### src/rtl/axi_write_adapter_if.sv
// AXI3 write-channel bundle (AW, W, B) between the CPU write adapter and the interconnect.
interface axi_write_adapter_if;
    logic [3:0]  awid;
    logic [31:0] awaddr;
    logic [3:0]  awlen;
    logic [2:0]  awsize;
    logic [1:0]  awburst;
    logic [1:0]  awlock;
    logic [3:0]  awcache;
    logic [2:0]  awprot;
    logic        awvalid;
    logic        awready;
    logic [3:0]  wid;
    logic [31:0] wdata;
    logic [3:0]  wstrb;
    logic        wlast;
    logic        wvalid;
    logic        wready;
    logic [3:0]  bid;
    logic [1:0]  bresp;
    logic        bvalid;
    logic        bready;

    modport master (
        output awid, awaddr, awlen, awsize, awburst, awlock, awcache, awprot, awvalid,
        input  awready,
        output wid, wdata, wstrb, wlast, wvalid,
        input  wready,
        input  bid, bresp, bvalid,
        output bready
    );

    modport slave (
        input  awid, awaddr, awlen, awsize, awburst, awlock, awcache, awprot, awvalid,
        output awready,
        input  wid, wdata, wstrb, wlast, wvalid,
        output wready,
        output bid, bresp, bvalid,
        input  bready
    );
endinterface

### src/rtl/axi_write_adapter.sv
// Single-outstanding AXI3 write master: one MEM-stage store becomes one single-beat AW/W/B transaction.
module axi_write_adapter (
    input  logic                       clk,
    input  logic                       reset,
    axi_write_adapter_if.master        axi,
    input  logic                       mem_we,
    input  logic [31:0]                mem_addr,
    input  logic [31:0]                mem_wdata,
    input  logic [3:0]                 mem_sel,
    output logic                       mem_write_done,
    output logic                       mem_write_error
);

    typedef enum logic [1:0] {
        W_IDLE = 2'd0,
        W_SEND = 2'd1,
        W_RESP = 2'd2,
        W_DONE = 2'd3
    } state_t;

    state_t state, state_next;
    logic   aw_done, w_done, err_q;
    logic   aw_fire, w_fire, aw_ok, w_ok;

    // kseg0/kseg1 alias onto the low 512 MB of physical space
    function automatic logic [31:0] map_kseg(input logic [31:0] vaddr);
        if (vaddr[31:29] == 3'b100 || vaddr[31:29] == 3'b101)
            map_kseg = {3'b000, vaddr[28:0]};
        else
            map_kseg = vaddr;
    endfunction

    assign axi.awid    = 4'b0;
    assign axi.awlen   = 4'b0;
    assign axi.awsize  = 3'b010;
    assign axi.awburst = 2'b01;
    assign axi.awlock  = 2'b0;
    assign axi.awcache = 4'b0;
    assign axi.awprot  = 3'b001;
    assign axi.wid     = 4'b0;
    assign axi.wlast   = axi.wvalid;

    assign aw_fire = axi.awvalid && axi.awready;
    assign w_fire  = axi.wvalid && axi.wready;
    assign aw_ok   = aw_done || aw_fire;
    assign w_ok    = w_done || w_fire;

    always_ff @(posedge clk) begin
        if (reset)
            state <= W_IDLE;
        else
            state <= state_next;
    end

    always_comb begin
        state_next = state;
        case (state)
            W_IDLE: if (mem_we) state_next = W_SEND;
            W_SEND: if (aw_ok && w_ok) state_next = W_RESP;
            W_RESP: if (axi.bvalid) state_next = W_DONE;
            W_DONE: state_next = W_IDLE;
            default: state_next = W_IDLE;
        endcase
    end

    always_comb begin
        axi.bready      = (state == W_RESP);
        mem_write_done  = (state == W_DONE);
        mem_write_error = (state == W_DONE) && err_q;
    end

    // Channel registers: captured once in W_IDLE, frozen until the next capture
    always_ff @(posedge clk) begin
        if (reset) begin
            axi.awvalid <= 1'b0;
            axi.wvalid  <= 1'b0;
            axi.awaddr  <= 32'b0;
            axi.wdata   <= 32'b0;
            axi.wstrb   <= 4'b0;
            aw_done     <= 1'b0;
            w_done      <= 1'b0;
            err_q       <= 1'b0;
        end else begin
            case (state)
                W_IDLE: begin
                    if (mem_we) begin
                        axi.awaddr  <= map_kseg(mem_addr);
                        axi.wdata   <= mem_wdata;
                        axi.wstrb   <= mem_sel;
                        axi.awvalid <= 1'b1;
                        axi.wvalid  <= 1'b1;
                        aw_done     <= 1'b0;
                        w_done      <= 1'b0;
                    end
                end
                W_SEND: begin
                    if (aw_fire) begin
                        axi.awvalid <= 1'b0;
                        aw_done     <= 1'b1;
                    end
                    if (w_fire) begin
                        axi.wvalid <= 1'b0;
                        w_done     <= 1'b1;
                    end
                end
                W_RESP: begin
                    if (axi.bvalid)
                        err_q <= (axi.bresp != 2'b00);
                end
                default: ;
            endcase
        end
    end

endmodule
### src/flat_wrapper.sv
// flat-port wrapper written by rule: the top's interface ports become plain ports
module axi_write_adapter_flat 
  (clk, reset, mem_we, mem_addr, mem_wdata, mem_sel, mem_write_done, mem_write_error, axi_awid, axi_awaddr, axi_awlen, axi_awsize, axi_awburst, axi_awlock, axi_awcache, axi_awprot, axi_awvalid, axi_awready, axi_wid, axi_wdata, axi_wstrb, axi_wlast, axi_wvalid, axi_wready, axi_bid, axi_bresp, axi_bvalid, axi_bready);
  axi_write_adapter_if axi_i ();
  input  logic clk;
  input  logic reset;
  input  logic mem_we;
  input  logic [31:0] mem_addr;
  input  logic [31:0] mem_wdata;
  input  logic [3:0] mem_sel;
  output logic mem_write_done;
  output logic mem_write_error;
  output wire logic [$bits(axi_i.awid)-1:0] axi_awid;
  output wire logic [$bits(axi_i.awaddr)-1:0] axi_awaddr;
  output wire logic [$bits(axi_i.awlen)-1:0] axi_awlen;
  output wire logic [$bits(axi_i.awsize)-1:0] axi_awsize;
  output wire logic [$bits(axi_i.awburst)-1:0] axi_awburst;
  output wire logic [$bits(axi_i.awlock)-1:0] axi_awlock;
  output wire logic [$bits(axi_i.awcache)-1:0] axi_awcache;
  output wire logic [$bits(axi_i.awprot)-1:0] axi_awprot;
  output wire logic [$bits(axi_i.awvalid)-1:0] axi_awvalid;
  input wire logic [$bits(axi_i.awready)-1:0] axi_awready;
  output wire logic [$bits(axi_i.wid)-1:0] axi_wid;
  output wire logic [$bits(axi_i.wdata)-1:0] axi_wdata;
  output wire logic [$bits(axi_i.wstrb)-1:0] axi_wstrb;
  output wire logic [$bits(axi_i.wlast)-1:0] axi_wlast;
  output wire logic [$bits(axi_i.wvalid)-1:0] axi_wvalid;
  input wire logic [$bits(axi_i.wready)-1:0] axi_wready;
  input wire logic [$bits(axi_i.bid)-1:0] axi_bid;
  input wire logic [$bits(axi_i.bresp)-1:0] axi_bresp;
  input wire logic [$bits(axi_i.bvalid)-1:0] axi_bvalid;
  output wire logic [$bits(axi_i.bready)-1:0] axi_bready;
  assign axi_awid = axi_i.awid;
  assign axi_awaddr = axi_i.awaddr;
  assign axi_awlen = axi_i.awlen;
  assign axi_awsize = axi_i.awsize;
  assign axi_awburst = axi_i.awburst;
  assign axi_awlock = axi_i.awlock;
  assign axi_awcache = axi_i.awcache;
  assign axi_awprot = axi_i.awprot;
  assign axi_awvalid = axi_i.awvalid;
  assign axi_i.awready = axi_awready;
  assign axi_wid = axi_i.wid;
  assign axi_wdata = axi_i.wdata;
  assign axi_wstrb = axi_i.wstrb;
  assign axi_wlast = axi_i.wlast;
  assign axi_wvalid = axi_i.wvalid;
  assign axi_i.wready = axi_wready;
  assign axi_i.bid = axi_bid;
  assign axi_i.bresp = axi_bresp;
  assign axi_i.bvalid = axi_bvalid;
  assign axi_bready = axi_i.bready;
  axi_write_adapter u_core (.clk(clk), .reset(reset), .axi(axi_i), .mem_we(mem_we), .mem_addr(mem_addr), .mem_wdata(mem_wdata), .mem_sel(mem_sel), .mem_write_done(mem_write_done), .mem_write_error(mem_write_error));
endmodule
### config.mk
export PLATFORM = sky130hd
export DESIGN_NAME = axi_write_adapter_flat
export DESIGN_NICKNAME = d
export VERILOG_FILES = /design/src/rtl/axi_write_adapter_if.sv /design/src/rtl/axi_write_adapter.sv /design/src/flat_wrapper.sv
export SDC_FILE = /design/constraint.sdc
export NUM_CORES = 1
export LEC_CHECK = 0
export BUFFER_PORTS_ARGS = -buffer_cell sky130_fd_sc_hd__buf_2
export CORE_MARGIN = 1.5
export CORE_UTILIZATION = 35
export CTS_CLUSTER_DIAMETER = 200
export CTS_CLUSTER_SIZE = 40
export DETAILED_ROUTE_END_ITERATION = 16
export PLACE_DENSITY = 0.63
export SYNTH_ARGS = -nofsm -noshare
export SYNTH_HDL_FRONTEND = slang
export SYNTH_SLANG_ARGS = --single-unit
### constraint.sdc
create_clock -name clk -period 1.6 [get_ports clk]
set_input_delay 0.16 -clock clk [delete_from_list [all_inputs] [get_ports clk]]
set_output_delay 0.16 -clock clk [all_outputs]
set_load 0.005 [all_outputs]
==> metrics.md <==
| Metric | Value |
|---|---|
| GR peak layer | met2 |
| Antenna Cells | 0 |
| GRT Total Usage | 15.4% |
| Core Area | 0.00818 mm2 |
| Vias in the first global route | 2444 |
| Post-DP HPWL | 5.03 mm |
| Die width | 94.5 um |
| Area grow syn2layout | 37.5% |
| Post-synth cell types | 24 |
| Mapped Area | 0.00293 mm2 |
| Die H | 94.5 um |
| CTS hold repair buffers | 0 |
| R2r startpoint | u_core.state[1] |
| Flop2flop setup slack | 80 ps |
| Post-Syn Instances | approximately 370 |
| Vias per cell | 4.47 |
| Full die area | 0.00893 mm2 |
| Top-area cell type share of the netlist area | 51.2% |
| Cell Rows | 33 |
| Clock Tree Buf Depth | 2 |
| WP data required | 1860 ps |
| Ys Warns | 0 |
| CTS tree | built |
| PortBufs | 149 |
| Final cell count without fillers | about 630 |
| CP Capture Type | flop |
| Tcrit/Tclk final | 94.9% |
| Initial Utilization | 35.8% |
| Post-Place Worst Slack | around 28 ps |
| RSZ-0062 raised after global routing | no |
| CTS sink cnt | 75 |
| DR pass1 iterations | 4 |
| Slew margin rel. | between 60% and 70% |
| Post-synthesis cell type with the largest combined area | dfxtp_1 |
| Stages on worst setup path | 6 |
| Post-synthesis register bit count | 75 |
| Pins Over Slew Limit | 0 |
| Depth of the most critical reg-to-reg path | 6 |
| Max frequency | between 600 and 700 MHz |
| Placed cells | 610 |
| Vias | about 2800 |
| Largest net degree at the start of global routing | 40 |
| Final Wtd Congestion | 0.758 |
| Crit path buf inv count | 2 |
| Avg Inst Size Synth | about 7.9 um2 |
| Max-Cap Viols | 0 |
| Fin nets | about 600 |
| Antenna violations before repair | 0 |
| WL per Instance | around 11 um |
| # H-tree levels | 3 |
| Layout Utilization | 49.3% |
| Clk_lat worst skew | roughly 330 ps |
| Setup crit start kind | flop |
| WL final | 6.93 mm |
| Met2 usage | 25.5% |
| Post-Route Setup TNS | 0 ps |
| DRT iter0 DRCs | 102 |
| Hold wc startpoint | mem_wdata[0] |
| Critical R2R Capture | u_core.state[1] |
| Number of synthesized flops with an enable pin | 0 |
| Hold Path Sink | u_core.axi.wdata[0] |
| Sequential fraction of the synthesis area | 51.2% |
| First-pass GRT wire length | 10.8 mm |
| CP Data Arrival Time | 1780 ps |
| Most common cell after layout, fill and taps aside | buf_2 |
| Async SR Flop Fraction | 0% |
| Root Driver | clkbuf_8 |
| Slowest CP cell | or4b_4 |
| GR Layer Usage met1 | between 10% and 20% |
| Most frequent cells in the layout | buf_2, nand2_1, dfxtp_1 |
| Top cells by area, synth | dfxtp_1, nand2_1, a21oi_1, buf_4, ha_1 |
| Leak | 1.97 nW |
| CP top delay family | simple AND/OR/NAND/NOR gates |
| Ports | 180 |
| Worst Path Max Fanout | 4 |
| Status | finished, final reports clean |
| Grt total ovfl | 0 |
| Worst hold path type | primary input to flop |
| Grt met3 use | 6.52% |
| Setup CP Type | flop to flop |
| Clk slew on worst S/H paths | 80 ps |
| Hold Path Cell Cnt | 3 |
| Crit path time final | 1520 ps |
| Final Setup Violations | 0 |
| Worst Skew | approximately 5.8 ps |
| CTS Buf Count | 9 |
| # DRC | 0 |
| Worst-path cell chain | buf_4, ha_1, inv_1, o21ai_2, or4b_4, a21oi_2 |
| Layout cells sized above 1 | 36.2% |
| Commonest register cell after synthesis | dfxtp_1 |
| Final worst slack | 81.4 ps |
| Max incr delay on CP | 530 ps |
| Peak VDD IR | between 0.6 and 0.7 mV |
| Final-report hold violation count | 0 |
| Measured slew at the worst slew-check pin | approximately 570 ps |
| Pwr Density | ~1600 mW/mm2 |
| Final antenna-violating net count | 0 |
Yosys cell counts, types with 4 or more instances:
library cell and number:
clkbuf_1 10, nand2_1 137, buf_2 8, ha_1 5, a21oi_1 73, buf_1 5
buf_4 27, nor2_1 6, dfxtp_1 75, inv_1 4
worst max path at each step:
stage / from / to
2_1_floorplan: u_core.state[1] / u_core.state[0]
3_3_place_gp: u_core.state[1] / u_core.state[0]
3_5_place_dp: u_core.state[0] / u_core.state[0]
4_1_cts: u_core.state[0] / u_core.state[0]
5_1_grt: u_core.state[0] / u_core.state[1]
6_report: u_core.state[1] / u_core.state[1]
flip-flops by register name, summed over array words and instances, names as in the netlist:
register,cells
u_core.axi.awaddr,32
u_core.axi.wdata,32
u_core.axi.wstrb,4
u_core.state,2
u_core.aw_done,1
u_core.axi.awvalid,1
u_core.axi.wlast,1
u_core.err_q,1
u_core.w_done,1
report_power, final:
| group | internal, mW | total [mW] | switching [mW] | leakage, nW |
|---|---|---|---|---|
| registers | 2.23 | 2.42 | 0.188 | 0.617 |
| logic | 0.935 | 2.10 | 1.16 | 1.22 |
| clock network | 1.16 | 1.83 | 0.663 | 0.133 |
| total | 4.33 | 6.34 | 2.02 | 1.97 |
worst min-delay path, cell delays in order:
cell     delay [ps]
buf_2           100
nand2_1          40
a21oi_1          50
cell type report:
type / count / area, um2
well taps: 105 / 131
multi-input cells: 267 / 1230
inverters: 4 / 15.0
fillers: 821 / 4150
clock inverters: 4 / 95.1
clock buffers: 12 / 165
flip-flops and latches: 75 / 1500
repair buffers: 160 / 891
repair_timing:
| item | in CTS | in global routing |
|---|---|---|
| gates resized for setup | 0 | 9 |
| setup endpoints to repair | 0 | 4 |
| buffers inserted | 0 | 1 |
per-layer routing:
| metal | vias to the layer above | share of wire (%) | wire (um) |
|---|---|---|---|
| li1 | 1434 | - | - |
| met4 | 0 | 0.52 | 36 |
| met2 | 119 | 47 | 3270 |
| met5 | - | 0 | 0 |
| met1 | 1246 | 43 | 3000 |
| met3 | 3 | 9.1 | 628 |
cell families after synthesis:
| logic type | after synthesis | share of synthesized area [%] |
|---|---|---|
| simple gates | 153 | 20.5 |
| compound gates | 83 | 15.1 |
| flops | 75 | 51.2 |
| buf+inv | 54 | 10.7 |
| fa+ha+maj | 5 | 2.13 |
| other cells | 2 | 0.256 |
stage by stage:
stage	hold WS (ps)	instance area (um2)	power, mW
3_5_place_dp	407	3740	4.52
3_3_place_gp	401	3740	4.47
6_report	55.7	4030	6.34
4_1_cts	32.0	4000	6.39
2_1_floorplan	276	3020	3.70
5_1_grt	31.7	4030	6.81
(Power assumes the default switching activity.)
